[config.mk]
export PLATFORM = sky130hd
export DESIGN_NAME = rx_frame_sr
export DESIGN_NICKNAME = d
export VERILOG_FILES = /design/src/rtl/rx_pkg.sv /design/src/rtl/flex_counter.sv /design/src/rtl/rx_frame_sr.sv
export SDC_FILE = /design/constraint.sdc
export NUM_CORES = 1
export LEC_CHECK = 0
export ABC_AREA = 1
export CAP_MARGIN = 40
export CORE_MARGIN = 3
export CORE_UTILIZATION = 61
export CTS_BUF_LIST = sky130_fd_sc_hd__clkbuf_4 sky130_fd_sc_hd__clkbuf_8
export CTS_CLUSTER_DIAMETER = 100
export DETAILED_ROUTE_END_ITERATION = 10
export GPL_TIMING_DRIVEN = 0
export PLACE_DENSITY_LB_ADDON = 0.25
export SLEW_MARGIN = 40
export SYNTH_ARGS = -nofsm -noshare
export SYNTH_HDL_FRONTEND = slang
export SYNTH_SLANG_ARGS = --single-unit
export TNS_END_PERCENT = 50
[constraint.sdc]
create_clock -name clk -period 3.42 [get_ports clk]
set_clock_uncertainty 0.15 [all_clocks]
set_input_delay 0.342 -clock clk [delete_from_list [all_inputs] [get_ports clk]]
set_output_delay 0.342 -clock clk [all_outputs]
set_load 0.005 [all_outputs]
[src/rtl/rx_pkg.sv]
// Shared types for the UART receive datapath: parity modes, frame FSM states
// and the bit-counter width.
package rx_pkg;

  typedef enum logic [1:0] {
    PAR_NONE = 2'b00,
    PAR_EVEN = 2'b01,
    PAR_ODD  = 2'b10
  } parity_mode_t;

  typedef enum logic [1:0] {
    IDLE  = 2'b00,
    SHIFT = 2'b01,
    LOAD  = 2'b10
  } rx_state_t;

  localparam int CNT_BITS = 4;

  // The unused 2'b11 encoding behaves as "no parity".
  function automatic parity_mode_t decode_parity(input logic [1:0] raw);
    case (raw)
      2'b01:   return PAR_EVEN;
      2'b10:   return PAR_ODD;
      default: return PAR_NONE;
    endcase
  endfunction

endpackage

[src/rtl/flex_counter.sv]
// Generic up-counter with synchronous clear; after reaching rollover_val the
// next enabled increment wraps to 1.
module flex_counter #(
  parameter int NUM_CNT_BITS = 4
) (
  input  logic                    clk,
  input  logic                    n_rst,
  input  logic                    clear,
  input  logic                    count_enable,
  input  logic [NUM_CNT_BITS-1:0] rollover_val,
  output logic [NUM_CNT_BITS-1:0] count_out
);

  logic [NUM_CNT_BITS-1:0] count_q;
  logic [NUM_CNT_BITS-1:0] count_d;

  always_comb begin
    count_d = count_q;
    if (clear) begin
      count_d = '0;
    end else if (count_enable) begin
      count_d = (count_q == rollover_val) ? NUM_CNT_BITS'(1) : count_q + 1'b1;
    end
  end

  always_ff @(posedge clk or negedge n_rst) begin
    if (!n_rst) begin
      count_q <= '0;
    end else begin
      count_q <= count_d;
    end
  end

  assign count_out = count_q;

endmodule

[src/rtl/rx_frame_sr.sv]
// Receive-frame shift register: collects an LSB-first UART frame on bit-centre
// strobes, checks parity/stop and holds the result with ready/overrun tracking.
module rx_frame_sr
  import rx_pkg::*;
#(
  parameter int DATA_BITS = 8
) (
  input  logic                 clk,
  input  logic                 n_rst,
  input  logic                 shift_strobe,
  input  logic                 serial_in,
  input  logic                 frame_start,
  input  logic [1:0]           parity_mode,
  input  logic                 data_read,
  output logic [DATA_BITS-1:0] rx_data,
  output logic                 data_ready,
  output logic                 parity_error,
  output logic                 framing_error,
  output logic                 overrun_error,
  output logic                 frame_done
);

  localparam int W = DATA_BITS + 2;

  rx_state_t           state_q;
  parity_mode_t        mode_q;
  logic [W-1:0]        sr_q;
  logic                frame_done_q;

  logic [DATA_BITS-1:0] rx_data_q, rx_data_d;
  logic                 ready_q, ready_d;
  logic                 perr_q, perr_d;
  logic                 ferr_q, ferr_d;
  logic                 ovr_q, ovr_d;

  logic [CNT_BITS-1:0]  bit_cnt;
  logic [CNT_BITS-1:0]  frame_len;
  logic                 par_en;
  logic                 shift_en;
  logic                 last_bit;

  logic [DATA_BITS-1:0] fr_data;
  logic                 fr_par;
  logic                 fr_stop;
  logic                 fr_perr;

  assign par_en    = (mode_q != PAR_NONE);
  assign frame_len = CNT_BITS'(DATA_BITS + 1) + {{(CNT_BITS-1){1'b0}}, par_en};
  // frame_start outranks a coincident strobe, so that strobe must not count.
  assign shift_en  = shift_strobe && (state_q == SHIFT) && !frame_start;
  assign last_bit  = shift_en && (bit_cnt == frame_len - 1'b1);

  flex_counter #(
    .NUM_CNT_BITS(CNT_BITS)
  ) u_bit_cnt (
    .clk          (clk),
    .n_rst        (n_rst),
    .clear        (frame_start),
    .count_enable (shift_en),
    .rollover_val (frame_len),
    .count_out    (bit_cnt)
  );

  always_ff @(posedge clk or negedge n_rst) begin
    if (!n_rst) begin
      state_q      <= IDLE;
      mode_q       <= PAR_NONE;
      sr_q         <= '0;
      frame_done_q <= 1'b0;
    end else begin
      frame_done_q <= (state_q == LOAD);
      if (frame_start) begin
        sr_q    <= '0;
        mode_q  <= decode_parity(parity_mode);
        state_q <= SHIFT;
      end else begin
        case (state_q)
          IDLE: state_q <= IDLE;
          SHIFT: begin
            if (shift_strobe) begin
              sr_q <= {serial_in, sr_q[W-1:1]};
              if (last_bit) begin
                state_q <= LOAD;
              end
            end
          end
          LOAD:    state_q <= IDLE;
          default: state_q <= IDLE;
        endcase
      end
    end
  end

  // Without parity the frame is one bit shorter, so it sits one place higher.
  always_comb begin
    fr_stop = sr_q[W-1];
    if (par_en) begin
      fr_data = sr_q[W-3:0];
      fr_par  = sr_q[W-2];
    end else begin
      fr_data = sr_q[W-2:1];
      fr_par  = 1'b0;
    end
    case (mode_q)
      PAR_EVEN: fr_perr = (^fr_data) ^ fr_par;
      PAR_ODD:  fr_perr = ~((^fr_data) ^ fr_par);
      default:  fr_perr = 1'b0;
    endcase
  end

  always_comb begin
    rx_data_d = rx_data_q;
    ready_d   = ready_q;
    perr_d    = perr_q;
    ferr_d    = ferr_q;
    ovr_d     = ovr_q;
    if (data_read && ready_q) begin
      ready_d = 1'b0;
      ovr_d   = 1'b0;
    end
    if (state_q == LOAD) begin
      if (!ready_d) begin
        rx_data_d = fr_data;
        perr_d    = fr_perr;
        ferr_d    = !fr_stop;
        ready_d   = 1'b1;
      end else begin
        ovr_d = 1'b1;
      end
    end
  end

  always_ff @(posedge clk or negedge n_rst) begin
    if (!n_rst) begin
      rx_data_q <= '0;
      ready_q   <= 1'b0;
      perr_q    <= 1'b0;
      ferr_q    <= 1'b0;
      ovr_q     <= 1'b0;
    end else begin
      rx_data_q <= rx_data_d;
      ready_q   <= ready_d;
      perr_q    <= perr_d;
      ferr_q    <= ferr_d;
      ovr_q     <= ovr_d;
    end
  end

  assign rx_data       = rx_data_q;
  assign data_ready    = ready_q;
  assign parity_error  = perr_q;
  assign framing_error = ferr_q;
  assign overrun_error = ovr_q;
  assign frame_done    = frame_done_q;

endmodule

# ---- After elaboration in Yosys (flattened, before gate mapping)
# Cells that the tools add are included.
dict set report totals {
  register_bits 31
  inputBits 8
  out_inout_bits 13
  elab_cells 59
}
dict set report op_classes {
  add_sub_neg 3
  n_eq_ne 10
  muxes 19
  bitwise 3
  reduce_logical 14
}
# op count
set ops {}
lappend ops {{$mux W10} 3}
lappend ops {{$mux W4} 3}
lappend ops {{$eq A4 B4 Y1} 2}
lappend ops {{$mux W2} 4}
lappend ops {{$mux W8} 1}
lappend ops {{$reduce_bool A2 Y1} 4}
lappend ops {{$reduce_xor A8 Y1} 1}
lappend ops {{$eq A2 B1 Y1 const B} 3}
lappend ops {{$eq A2 B2 Y1 const B} 3}
lappend ops {{$mux W1} 6}
lappend ops {{$ne A3 B3 Y1 const B} 2}
lappend ops {{$reduce_and A2 Y1} 3}
lappend ops {{$add A4 B1 Y4 const A} 1}
lappend ops {{$add A4 B1 Y4 const B} 1}
lappend ops {{$logic_and A1 B1 Y1} 4}
lappend ops {{$pmux W2 S2} 1}
lappend ops {{$sub A4 B1 Y4 const B} 1}
lappend ops {{$logic_not A1 Y1} 2}
lappend ops {{$not A1 Y1} 2}
lappend ops {{$pmux W1 S2} 1}
lappend ops {{$xor A1 B1 Y1} 1}

# ---- Depth between registers and ports, before layout
# Gate-level depths: netlist (run 1).
dict set report logic_depth {
  ltp_word 9
  depth_mapped 16
  mapped_depth_nobuf 15
}

# ---- By module
# From an unflattened synthesis (run 1), not the netlist that was laid out.
dict set report unflattened {
  cells_unflattened 241
  area_unflattened_um2 1744.2
}
# module n_inst cells_per_inst area_each_um2 seq_area_each_um2
set modules_own_cells {}
lappend modules_own_cells {rx_frame_sr 1 195 1446.4 675.6}
lappend modules_own_cells {flex_counter 1 46 297.8 100.1}

# ---- Worst setup path after synthesis (run 1)
# OpenSTA, ideal clock, no wires.
dict set report synth_path {
  path_kind {reg2reg}
  start {register mode_q[0]}
  end {register perr_q (netlist: parity_error)}
  arrival_time_ps 1456
  t_required_ps 3153
  slack_ps 1696
  stages_incl_launch_ff 16
  path_cell_list {dfrtp_1 > nor2_4 > buf_8 > nand2_1 > nand2_1 > nand2_1 > nand2_2 > inv_1 > nand2_1 > nand2_1 > nand2_2 > nand2_2 > nand2_1 > nand3_1 > nand3_1 > nand2_1}
}
dict set report synth_via {
  elab_chain_len 6
  elab_cells_between_ends 9
  classes_between {eq/ne (2); mux (3); bitwise (2); reduce/logical (2)}
}
# item line
set synth_rtl {}
lappend synth_rtl {{from (decl)} rx_frame_sr.sv:26} ;# parity_mode_t mode_q;
lappend synth_rtl {{from (signal assigned)} rx_frame_sr.sv:74} ;# mode_q <= decode_parity(parity_mode);
lappend synth_rtl {{$reduce_bool A2 Y1} rx_frame_sr.sv:47} ;# assign par_en = (mode_q != PAR_NONE);
lappend synth_rtl {{$mux W8} rx_frame_sr.sv:97} ;# if (par_en) begin
lappend synth_rtl {{$reduce_xor A8 Y1} {rx_frame_sr.sv:105, rx_frame_sr.sv:106}}
lappend synth_rtl {{$xor A1 B1 Y1} {rx_frame_sr.sv:105, rx_frame_sr.sv:106}}
lappend synth_rtl {{$not A1 Y1} rx_frame_sr.sv:106} ;# PAR_ODD: fr_perr = ~((^fr_data) ^ fr_par);
lappend synth_rtl {{$pmux W1 S2 *} rx_frame_sr.sv:104} ;# case (mode_q)
lappend synth_rtl {{to (signal assigned)} rx_frame_sr.sv:143} ;# perr_q <= perr_d;
lappend synth_rtl {{to (decl)} rx_frame_sr.sv:32} ;# logic perr_q, perr_d;
# Mark *: on every way between the ends. The rest lies on a longest branch, timed or not.
# A chain may end at the register's enable or synchronous reset.

# ---- Worst setup path in the final report (run 1)
# Ends and elaborated chain as after synthesis.

==> summary by stage, run 1 <==
Clock tree
Counting every sink on the clock net gives 31. The clock latency on the worst-skew pair is 340 ps. TritonCTS created 5 clock buffers. The longest clock path from root to sink contains 2 buffers.

In this run the number of H-tree levels came out at 2. TritonCTS built the clock tree. After clock tree synthesis, the setup repair step added 0 buffers.

The clock tree root buffer cell is sky130_fd_sc_hd__clkbuf_4. The clock transition time at the flip-flop clock pins of the worst setup and hold paths is 100 ps.

Routing
For this run, design rule violations remaining after detail routing come to 0. The met2 wire length is 1.486 mm. The count of nets left with antenna violations once routing finished came out at 0. The number of DRC markers after the initial detailed-route iteration is 54. The iteration count of the initial detailed-routing pass is 4.

The met3 layer wire length in the routed design is 190 um. The detailed router put a total of 1.526 mm of wire on met1. The total routed wirelength is between 3 and 4 mm.

The top layer used by detailed routing is met4. The total number of vias is 1438. The final routed wire length divided by cell count is 11.79 um. After detailed routing, the number of vias per cell comes to 5.191.

Layout
At the end of the flow, the number of nets in the layout was around 260. In the final layout, the share of cells above drive strength 1 is 0.1538. Counting the fill cells in the layout gives 187. The number of diodes is 0. Once layout is complete, the utilization of the core stands at 0.7778. The area added between synthesis and finish is 17.88%. Leaving out fill and tap cells, the most frequent cells in the layout are sky130_fd_sc_hd__nand2_1 (68), sky130_fd_sc_hd__dfrtp_1 (31), sky130_fd_sc_hd__inv_1 (28), sky130_fd_sc_hd__nand2_2 (19), sky130_fd_sc_hd__clkdlybuf4s50_1 (19). The post-route cell area is slightly below 2000 sq um. The most common library cell in the layout ignoring fill and taps is sky130_fd_sc_hd__nand2_1.

The non-filler instance count after layout is 277.

Synthesis
The instance count of the mapped netlist is 218. Of the total synthesized cell area, the portion taken by full adders, half adders and majority gates is 0.007452. After synthesis, the largest family of logic cells by area is simple AND/OR/NAND/NOR gates. The simple logic cell fraction of the synthesized area is 0.3010.

The parity-gate share of the synthesized area counting xor and xnor cells is 0.005216. The number of synthesis warnings is 0. Measured against the total synthesized area, the mux share comes to 0. Yosys mapped the design onto 26 distinct sky130hd cell types.

The area of the mapped netlist is 1679 sq um. The compound-gate portion of the synthesized area is 0.1259. The flop and latch count out of synthesis is 31. The average size of a mapped cell is 7.702 sq um. The net count after synthesis is around 230. The register area share after synthesis is 0.4620.

Global route
The final global-route overflow total is 0. In the global route stage, overall resource usage came out at 0.2196. The maximum number of pins on one net before global-route repair is 32. The number of global-route vias before repair was 1300.

The initial antenna violation count was 0. The first global-routing pass estimated roughly 5.5 mm of wire.

Placement
The weighted congestion reported at the end of routability-driven placement is 0.8041. The cell area after placement is 1912 sq um. The placed instance count is around 270. The number of input and output port buffers inserted is 20. The post-detailed-placement half-perimeter wirelength is 2.429 mm.

Worst setup path
The startpoint-to-endpoint class of the critical path is reg -> reg. Data on the critical path arrives at its endpoint at 2000 ps. The category of the worst setup path launch point is a flop. In this run the worst path has a maximum fanout of 10. The element type at the critical path end is a flop. For the worst setup path, the data required time is between 3000 and 4000 ps.

Min path
The worst hold path belongs to the class reg -> reg.

Timing
At the pin with the least slew margin, the transition time is 667.0 ps. The relative slew slack is 0.5553. The final critical-path required period is around 1900 ps.

The hold violation total from the final report is 0. Setup repair after global routing left no endpoint under its margin. The final number of max-transition violations is 0.

Setup violations remaining at the end of the flow were counted as 0. The highest attainable clock frequency is 522.2 MHz. Summed over all failing endpoints, the final setup total negative slack is 0 ps. The final worst-path cycle share is 0.5599.

Outcome
The run finished with clean final reports.

Floorplanning
The site row count is 18. The die outline width is ~58 um. The die is 58.47 um tall.

The die covers 3418 sq um. 21 I/O pins were placed. After floorplanning, the core was sized to cover about 2500 sq um. The initial core utilization is 0.6598.

Power
The overall power of the completed layout is 757.7 uW. The worst supply voltage drop on vdd is 0.0003375 V. Power spread over the standard cell area amounts to roughly 380 nW/um^2. The static power due to leakage is 0.9686 nW.

Job
Across the run, the number of max-cap violations was 0.
where the power goes:
group	switching [mW]	total, mW	internal, mW
clock network	0.125	0.221	0.0958
registers	0.0117	0.391	0.379
logic	0.0841	0.146	0.0617
worst max-delay path, stage by stage (launching register included):
cell and delay [ps]:
sky130_fd_sc_hd__dfrtp_1 470, sky130_fd_sc_hd__nor2_4 210, sky130_fd_sc_hd__buf_6 170, sky130_fd_sc_hd__nand2_1 50
sky130_fd_sc_hd__nand2_1 80, sky130_fd_sc_hd__nand2_2 50, sky130_fd_sc_hd__nand2_2 70, sky130_fd_sc_hd__inv_1 40
sky130_fd_sc_hd__nand2_1 40, sky130_fd_sc_hd__nand2_1 60, sky130_fd_sc_hd__nand2_2 80, sky130_fd_sc_hd__nand2_2 60
sky130_fd_sc_hd__nand2_1 50, sky130_fd_sc_hd__nand3_1 60, sky130_fd_sc_hd__nand3_1 90, sky130_fd_sc_hd__nand2_1 50
timing repair:
item,CTS,global route
hold buffers,1,0
endpoints found under the hold margin,31,0
resized for setup,0,0
synthesized netlist by cell type:
cell type,instances,area share
sky130_fd_sc_hd__nand2_2,19,0.071
sky130_fd_sc_hd__o21ai_1,2,0.0060
sky130_fd_sc_hd__o31ai_1,2,0.0089
sky130_fd_sc_hd__buf_6,2,0.013
sky130_fd_sc_hd__nand3_1,8,0.024
sky130_fd_sc_hd__o21ai_2,3,0.016
sky130_fd_sc_hd__o22ai_1,11,0.041
sky130_fd_sc_hd__nand2_1,68,0.15
sky130_fd_sc_hd__inv_2,2,0.0045
sky130_fd_sc_hd__nor2_2,1,0.0037
sky130_fd_sc_hd__ha_1,1,0.0075
sky130_fd_sc_hd__nand4_1,3,0.011
sky130_fd_sc_hd__o21ai_0,14,0.042
sky130_fd_sc_hd__nor2_1,10,0.022
sky130_fd_sc_hd__a21boi_0,1,0.0045
sky130_fd_sc_hd__buf_8,1,0.0089
sky130_fd_sc_hd__o32ai_1,1,0.0052
sky130_fd_sc_hd__a21oi_1,1,0.0030
sky130_fd_sc_hd__nor3_1,2,0.0060
sky130_fd_sc_hd__clkinv_1,1,0.0022
sky130_fd_sc_hd__dfrtp_1,31,0.46
sky130_fd_sc_hd__nor2_4,1,0.0067
sky130_fd_sc_hd__clkbuf_1,3,0.0067
sky130_fd_sc_hd__inv_1,28,0.063
sky130_fd_sc_hd__nand3b_1,1,0.0045
sky130_fd_sc_hd__xnor2_1,1,0.0052
metal layers:
layer,global-route usage,up-vias
li1,-,752
met1,0.2753,647
met2,0.3381,33
met3,0.06579,6
met4,0.1225,0
met5,0,-
sequential cells by signal (all words and copies together), names as in the netlist:
signal	cells
data_ready	1
state_q	2
overrun_error	1
u_bit_cnt.count_out	4
mode_q	2
sr_q	10
rx_data	8
parity_error	1
framing_error	1
frame_done	1
metrics by stage:
step           worst slack, ps  hold slack (ps)
6_report                  1505            334.8
3_5_place_dp              1327            266.6
4_1_cts                   1506            327.9
2_1_floorplan             1696           -103.6
5_1_grt                   1334            351.2
3_3_place_gp              1342            308.1
final timing paths:
path | from | to | slack (ps) | cells past startpoint
max | mode_q[0]$_DFFE_PN0P_ | parity_error$_DFFE_PN0P_ | 1510 | 15
max reg2reg | mode_q[0]$_DFFE_PN0P_ | parity_error$_DFFE_PN0P_ | 1510 | 15
min | state_q[0]$_DFFE_PN0P_ | frame_done$_DFF_PN0_ | 330 | 1
max in group asynchronous | n_rst | sr_q[5]$_DFFE_PN0P_ | 2270 | 2
min reg2reg | state_q[0]$_DFFE_PN0P_ | frame_done$_DFF_PN0_ | 330 | 1
min in group asynchronous | n_rst | sr_q[8]$_DFFE_PN0P_ | 420 | 2
kinds of logic (layout without fill, tap and decap cells):
logic type | after synthesis | in the layout
and+or+nand+nor | 113 | 113
adders and majority gates | 1 | 1
DFF | 31 | 31
buffers and inverters | 37 | 66
AOI/OAI and AO/OA | 35 | 35
xor gates and xnor gates | 1 | 1
cell type report:
cell class	instances	area [sq um]	share of cell area
buffer	6	48.80	0.02465
clock inverter	1	5.005	0.002528
sequential	31	775.7	0.3919
multi-input combinational	150	738.2	0.3729
clock buffer	7	52.55	0.02655
tap	30	37.54	0.01896
inverter	31	116.4	0.05879
timing repair buffer	21	205.2	0.1037
Note: power is estimated with default switching activity, not from simulation.
==> inputs of run 2 (changes only) <==
Settings changed: CORE_UTILIZATION 61 to 51.
Clock period 3.42 ns to 1.6 ns, I/O delays scaled along.
==> summary by stage, run 2 (same netlist as run 1, synthesis figures left out) <==
Outcome
The flow ran to the end, but the final reports show violations. The final reports fail on setup timing.

Worst setup path
The endpoint identified for the worst register-to-register timing path is parity_error$_DFFE_PN0P_. The delay of the slowest critical-path stage is 460 ps (about the same). The worst register-to-register path begins at mode_q[1]$_DFFE_PN0P_.

The depth of the most critical reg-to-reg path is 15 (unchanged). The arrival time at the worst endpoint was 2060 ps (+60 ps). The combined buffer and inverter count along the critical path came to 2 (unchanged). Traced cell by cell, the critical path runs through nor2_4, clkbuf_16, nand2_2, nand2_2, nand2_1, nand2_2, inv_1, nand2_1, nand2_1, nand2_2, nand2_2, nand2_1, nand3_1, nand3_1, nand2_1.

The worst setup path is of the reg -> reg kind. The maximum fanout along the worst path is 6 (-4). STA classifies the critical path endpoint as a flop. STA classifies the critical path startpoint as a flop. The required time at the worst-slack endpoint came to 1690 ps (-1820 ps). The reg-to-reg setup timing slack is -370 ps (-1880 ps). The critical path starts at mode_q[1]$_DFFE_PN0P_. In this design, the largest share of critical-path delay is due to simple AND/OR/NAND/NOR gates. The capturing element of the worst setup path is parity_error$_DFFE_PN0P_. The master of the slowest instance on the critical path is sky130_fd_sc_hd__dfrtp_2.

The number of cells on the critical path is 15 (unchanged).

Routing
The final routed wire length divided by cell count is 11.57 um (-1.9%). The number of vias per cell came to 4.895 (-5.7%). The number of DRC markers after the initial detailed-route iteration came to 62 (+15%). The number of routed nets with antenna violations is 0 (unchanged). The iteration count of the initial detailed-routing pass came to 6 (+2). The total number of vias is 1449 (+0.76%). The remaining design rule violation count was 0 (unchanged).

The total routed wirelength is 3.424 mm (+4.8%).

Clock tree
The number of clock buffers inserted by TritonCTS is 5 (unchanged). The clock latency on the worst-skew pair came to 330 ps (about the same). The clock transition time at the flip-flop clock pins of the worst setup and hold paths is 90 ps (about the same). The TritonCTS clock tree is built. The number of buffers between clock root and the deepest sink was 2 (unchanged). The number of clock sinks is 31 (unchanged). The H-tree depth reported by CTS is 2 (unchanged). The clock tree root buffer cell is sky130_fd_sc_hd__clkbuf_4.

Timing
The hold violation total from the final report is 0 (unchanged). The final number of max-transition violations came to 0 (unchanged). The relative slew slack is 0.5589 (+0.003527). The transition time at the pin with the least slew margin is 661.7 ps (-5.291 ps). The final worst-path cycle share is 1.233 (+0.6735). The worst path setup slack after routing was -373.5 ps (-1878 ps). The highest attainable clock frequency is 506.7 MHz (-3.0%).

The final critical-path required period came to 1973 ps (+58.49 ps). The number of setup violations in the final report is 15 (+15). Setup repair after global routing could not meet its margin everywhere.

Layout
The register bank with the most flops is sr_q. The area taken by multi-input logic gates is 787.0 sq um (+6.6%). The number of diodes is 0 (unchanged).

The sequential standard cell area is 778.2 sq um (+0.32%). The area added between synthesis and finish is 25.93%. The number of flip-flops under the largest register name was 10 (unchanged). The library cell used most frequently in the layout, excluding fill and tap cells, is sky130_fd_sc_hd__nand2_1. The number of fill cells came to 277 (+48%). In the layout the commonest cells are sky130_fd_sc_hd__nand2_1 (65), sky130_fd_sc_hd__dfrtp_1 (29), sky130_fd_sc_hd__inv_1 (28), sky130_fd_sc_hd__nand2_2 (22), sky130_fd_sc_hd__clkdlybuf4s50_1 (19). The number of nets in the layout is 261 (+2.4%). The layout cell share with drive strength beyond 1 is 0.2222 (+0.06838).

Power
The clock group share of total power came to 0.275 (-0.017). The power share of the sequential group is 0.504 (-0.012). The switching component of the power is 478.5 uW (+120%). The net switching fraction of the power is 0.2882 (-0.003581).

The internal power component is 1.182 mW (+120%). The overall power of the completed layout is 1.660 mW (+120%). The cell area power density came to 785.2 nW/um^2 (+110%). The worst supply voltage drop on vdd is 0.0005831 V (+73%). The static power due to leakage is 1.014 nW (+4.7%). The relative contribution of combinational cells to total power came to 0.221 (+0.029).

Job
The number of max-capacitance violations reported came to 0 (unchanged).

Placement
The weighted congestion reported at the end of routability-driven placement is 0.8478 (+5.4%). The post-detailed-placement half-perimeter wirelength is 2.461 mm (+1.3%). The worst slack at placement is -334.9 ps (-1662 ps).

The number of input and output port buffers inserted was 20 (unchanged).

Floorplanning
The die outline width is 63.38 um (+8.4%). The die area is 4017 sq um (+18%). The standard cell core area is 3103 sq um (+22%). The initial core utilization is 0.5411 (-0.1187).

The height of the die was 63.38 um (+8.4%). The site row count was 20 (+2). The number of top-level pins is 21 (unchanged).

Global route
The final global-route overflow total is 0 (unchanged). The global-route wire length before repair is 5.851 mm (+6.0%). The initial antenna violation count was 0 (unchanged). The number of global-route vias before repair is 1348 (+3.7%). The combined global-route utilization of all metal layers was 0.1871 (-0.03252). The maximum number of pins on one net before global-route repair was 32 (unchanged).

Min path
In this run the worst hold path is classified as in -> async.
run 2: power groups by stage:
stage | Combinational, mW | Clock, mW | Sequential, mW
after global placement | 0.305 | 0 | 0.850
after detailed placement | 0.309 | 0 | 0.851
after CTS | 0.329 | 0.472 | 0.836
final | 0.367 | 0.456 | 0.837
after floorplan | 0.212 | 0 | 0.848
after global routing | 0.410 | 0.511 | 0.842
run 2: worst min-delay path by stage:
stage	endpoint	cells after the start
3_5_place_dp	data_ready$_DFF_PN0_	1
4_1_cts	mode_q[0]$_DFFE_PN0P_	3
6_report	parity_error$_DFFE_PN0P_	2
2_1_floorplan	data_ready$_DFF_PN0_	0
5_1_grt	sr_q[9]$_DFFE_PN0P_	3
3_3_place_gp	frame_done$_DFF_PN0_	1
run 2: cell type report:
cell class / instances / share of cell area
multi-input combinational: 150 / 0.3722
buffer: 6 / 0.02367
tap: 44 / 0.02604
clock inverter: 1 / 0.002367
sequential: 31 / 0.3680
clock buffer: 6 / 0.02426
timing repair buffer: 27 / 0.1284
inverter: 31 / 0.05503
run 2: routing by layer:
layer  share of wire  GRT usage
met4           0.017    0.07278
met1            0.45     0.2198
met5               0          0
met3           0.043    0.05348
met2            0.49     0.3207
run 2: repair_timing:
item | in CTS | in global routing
pin swaps | 2 | 8
endpoints found under the setup margin | 23 | 25
gates resized for setup | 8 | 8
hold endpoints to repair | 31 | 0
gates cloned | 0 | 1
hold buffers | 1 | 0
buffers inserted | 3 | 2
run 2: metrics by stage:
step,util,hold WS [ps],TNS (ps),instances,area [sq um]
5_1_grt,0.6815,257.8,-5273,296,2115
6_report,0.6815,233.7,-2098,296,2115
3_5_place_dp,0.6218,80.10,-5709,282,1929
3_3_place_gp,0.6234,312.3,-14360,282,1934
2_1_floorplan,-,-285.6,-109.7,218,1679
4_1_cts,0.6589,243.1,-1750,293,2044
==> inputs of run 3 (changes only) <==
==> constraint.sdc (replaced) <==
create_clock -name clk -period 1.6 [get_ports clk]
set_clock_uncertainty 0.15 [all_clocks]
set_input_delay 0.4 -clock clk [delete_from_list [all_inputs] [get_ports clk]]
set_output_delay 0.4 -clock clk [all_outputs]
set_load 0.005 [all_outputs]
==> summary by stage, run 3 (same netlist as run 1, synthesis figures left out) <==
Worst setup path
The maximum fanout along the worst path is 6 (unchanged). The worst register-to-register path ends at parity_error$_DFFE_PN0P_. The required time at the worst-slack endpoint is 1680 ps (about the same). The element type at the critical path end is a flop. The category of the worst setup path launch point is a flop. The startpoint of the lowest-slack register-to-register path is mode_q[1]$_DFFE_PN0P_. The critical path in this run is classified as reg -> reg. The depth of the most critical reg-to-reg path came to 15 (unchanged).

The arrival time at the worst endpoint is 2060 ps (about the same). The reg-to-reg setup timing slack is -370 ps (about the same).

Layout
The utilization after layout was 0.6819 (about the same). In the layout the commonest cells are sky130_fd_sc_hd__nand2_1 (65), sky130_fd_sc_hd__dfrtp_1 (29), sky130_fd_sc_hd__inv_1 (27), sky130_fd_sc_hd__nand2_2 (22). The non-filler instance count after layout is 297 (+0.34%). The number of nets in the layout was 262 (+0.38%). The area added between synthesis and finish came to 26.01% (about the same). The number of flip-flops under the largest register name is 10 (unchanged). The number of diodes is 0 (unchanged).

The layout cell share with drive strength beyond 1 is 0.2490 (+0.02679). Ranked by flip-flop count, first place goes to sr_q. The number of fill cells is 283 (+2.2%). Leaving out fill and tap cells, the most frequent cell in the layout is sky130_fd_sc_hd__nand2_1.

Min path
The number of instances on the worst hold path is 1. The path class of the tightest hold or removal check is reg -> reg. For hold timing, the worst endpoint is frame_done$_DFF_PN0_. The startpoint of the worst hold path is state_q[0]$_DFFE_PN0P_.

Timing
The highest attainable clock frequency is 507.2 MHz (about the same). Setup repair after global routing could not meet its margin everywhere. The relative slew slack came to 0.5636 (+0.004766). The final setup TNS is -1423 ps (+674.5 ps). The final critical-path required period was 1972 ps (-1.965 ps). The worst path setup slack after routing is -371.5 ps (+1.965 ps).

The number of setup violations in the final report is 7 (-8). The final worst-path cycle share is 1.232 (about the same). The transition time at the pin with the least slew margin is 654.6 ps (-7.149 ps). The final number of max-transition violations was 0 (unchanged). The hold violation total from the final report came to 0 (unchanged).

Global route
The initial antenna violation count is 0 (unchanged). The global-route wire length before repair is 5.927 mm (+1.3%). The final global-route overflow total is 0 (unchanged). The maximum number of pins on one net before global-route repair is 32 (unchanged).

The combined global-route utilization of all metal layers is 0.1894 (+0.002273). The number of global-route vias before repair is 1362 (+1.0%).

Routing
The total number of vias is 1454 (+0.35%). The number of vias per cell came to 4.896 (about the same). The remaining design rule violation count is 0 (unchanged).

The number of routed nets with antenna violations is 0 (unchanged). The total routed wirelength is 3.457 mm (+0.96%). The iteration count of the initial detailed-routing pass was 4 (-2). The final routed wire length divided by cell count was 11.64 um (+0.62%). The number of DRC markers after the initial detailed-route iteration is 69 (+11%).

Outcome
The run finished, with violations left. The checks that failed: setup timing.

Clock tree
The H-tree depth reported by CTS is 2 (unchanged). The number of clock sinks is 31 (unchanged). The number of buffers between clock root and the deepest sink is 2 (unchanged).

The number of clock buffers inserted by TritonCTS is 5 (unchanged). The clock latency on the worst-skew pair is 330 ps (about the same). The TritonCTS clock tree is built. The clock transition time at the flip-flop clock pins of the worst setup and hold paths is 90 ps (about the same). The clock tree root buffer cell is sky130_fd_sc_hd__clkbuf_4.

Placement
The number of input and output port buffers inserted was 20 (unchanged). The weighted congestion reported at the end of routability-driven placement is 0.8478 (unchanged). The post-detailed-placement half-perimeter wirelength is 2.461 mm (unchanged). The placed instance count is 282 (unchanged).

Floorplanning
The number of top-level pins is 21 (unchanged). The height of the die is 63.38 um (unchanged). The standard cell core area is 3103 sq um (unchanged). The initial core utilization is 0.5411 (unchanged). The site row count was 20 (unchanged). The die area was 4017 sq um (unchanged). The die outline width is 63.38 um (unchanged).

Power
The cell area power density is 782.2 nW/um^2 (-0.38%). The overall power of the completed layout is 1.655 mW (-0.32%). The worst supply voltage drop on vdd was 0.0005837 V (+0.10%). The static power due to leakage came to 1.045 nW (+3.1%).

Job
The number of max-capacitance violations reported is 0 (unchanged).
-- run 3: cell types whose count changed in the layout (fill, tap and decap cells not counted), sizes merged --
cell and change:
clkdlybuf4s15 +2, clkbuf -3, clkinv -1, clkdlybuf4s50 -13, buf +4, dlygate4sd2 +11, inv +1
-- run 3: worst max-delay path, stage by stage (launching register included) --
cell and delay (ps):
sky130_fd_sc_hd__dfrtp_2 460, sky130_fd_sc_hd__nor2_4 230, sky130_fd_sc_hd__clkbuf_16 190, sky130_fd_sc_hd__nand2_1 50, sky130_fd_sc_hd__nand2_1 60, sky130_fd_sc_hd__nand2_1 70, sky130_fd_sc_hd__nand2_2 90, sky130_fd_sc_hd__inv_1 40
sky130_fd_sc_hd__nand2_1 60, sky130_fd_sc_hd__nand2_1 70, sky130_fd_sc_hd__nand2_2 90, sky130_fd_sc_hd__nand2_2 70, sky130_fd_sc_hd__nand2_1 50, sky130_fd_sc_hd__nand3_1 60, sky130_fd_sc_hd__nand3_1 80, sky130_fd_sc_hd__nand2_1 50
-- run 3: cell type report --
type / count / area [sq um] / share of cell area
buffer: 6 / 52.55 / 0.02484
tap: 44 / 55.05 / 0.02602
clock inverter: 1 / 5.005 / 0.002365
sequential: 31 / 778.2 / 0.3678
multi-input combinational: 150 / 792.0 / 0.3743
clock buffer: 6 / 51.30 / 0.02425
inverter: 31 / 116.4 / 0.05500
timing repair buffer: 28 / 265.3 / 0.1254
-- run 3: worst max-delay path by stage --
stage,slack [ps],from,to,cells after the start
global route,-480,mode_q[1]$_DFFE_PN0P_,parity_error$_DFFE_PN0P_,15
finish,-370,mode_q[1]$_DFFE_PN0P_,parity_error$_DFFE_PN0P_,15
floorplan,-110,mode_q[1]$_DFFE_PN0P_,parity_error$_DFFE_PN0P_,15
detailed placement,-570,frame_start,u_bit_cnt.count_out[2]$_DFFE_PN0P_,5
CTS,-310,mode_q[0]$_DFFE_PN0P_,parity_error$_DFFE_PN0P_,15
global placement,-560,frame_start,u_bit_cnt.count_out[2]$_DFFE_PN0P_,5
-- run 3: what timing repair did --
| item | in CTS | in global routing |
|---|---|---|
| resized for setup | 22 | 23 |
| endpoints found under the setup margin | 36 | 27 |
| cloned | 0 | 1 |
| hold endpoints to repair | 31 | 0 |
| hold buffers | 1 | 0 |
| pin swaps | 2 | 8 |
| setup buffers | 4 | 2 |
-- run 3: per-layer routing --
layer	up-vias	wire length (um)	global-route usage
li1	761	-	-
met1	665	1557	0.2209
met2	21	1733	0.3272
met3	7	109	0.05348
met4	0	57	0.07278
met5	-	0	0
-- run 3: through the flow --
step / cell area [sq um] / hold WS (ps) / setup slack [ps]
after global routing: 2116 / 348.4 / -481.3
after floorplan: 1679 / -45.59 / -109.7
after detailed placement: 1929 / 313.4 / -574.9
after global placement: 1934 / 312.3 / -556.8
final: 2116 / 327.5 / -371.5
after CTS: 2037 / 331.3 / -308.0
-- run 3: power by group --
group          internal, mW  switching, mW  total, mW
Combinational         0.160          0.201      0.361
Clock                 0.203          0.255      0.458
Sequential            0.811         0.0250      0.836
Total                  1.17          0.481       1.66
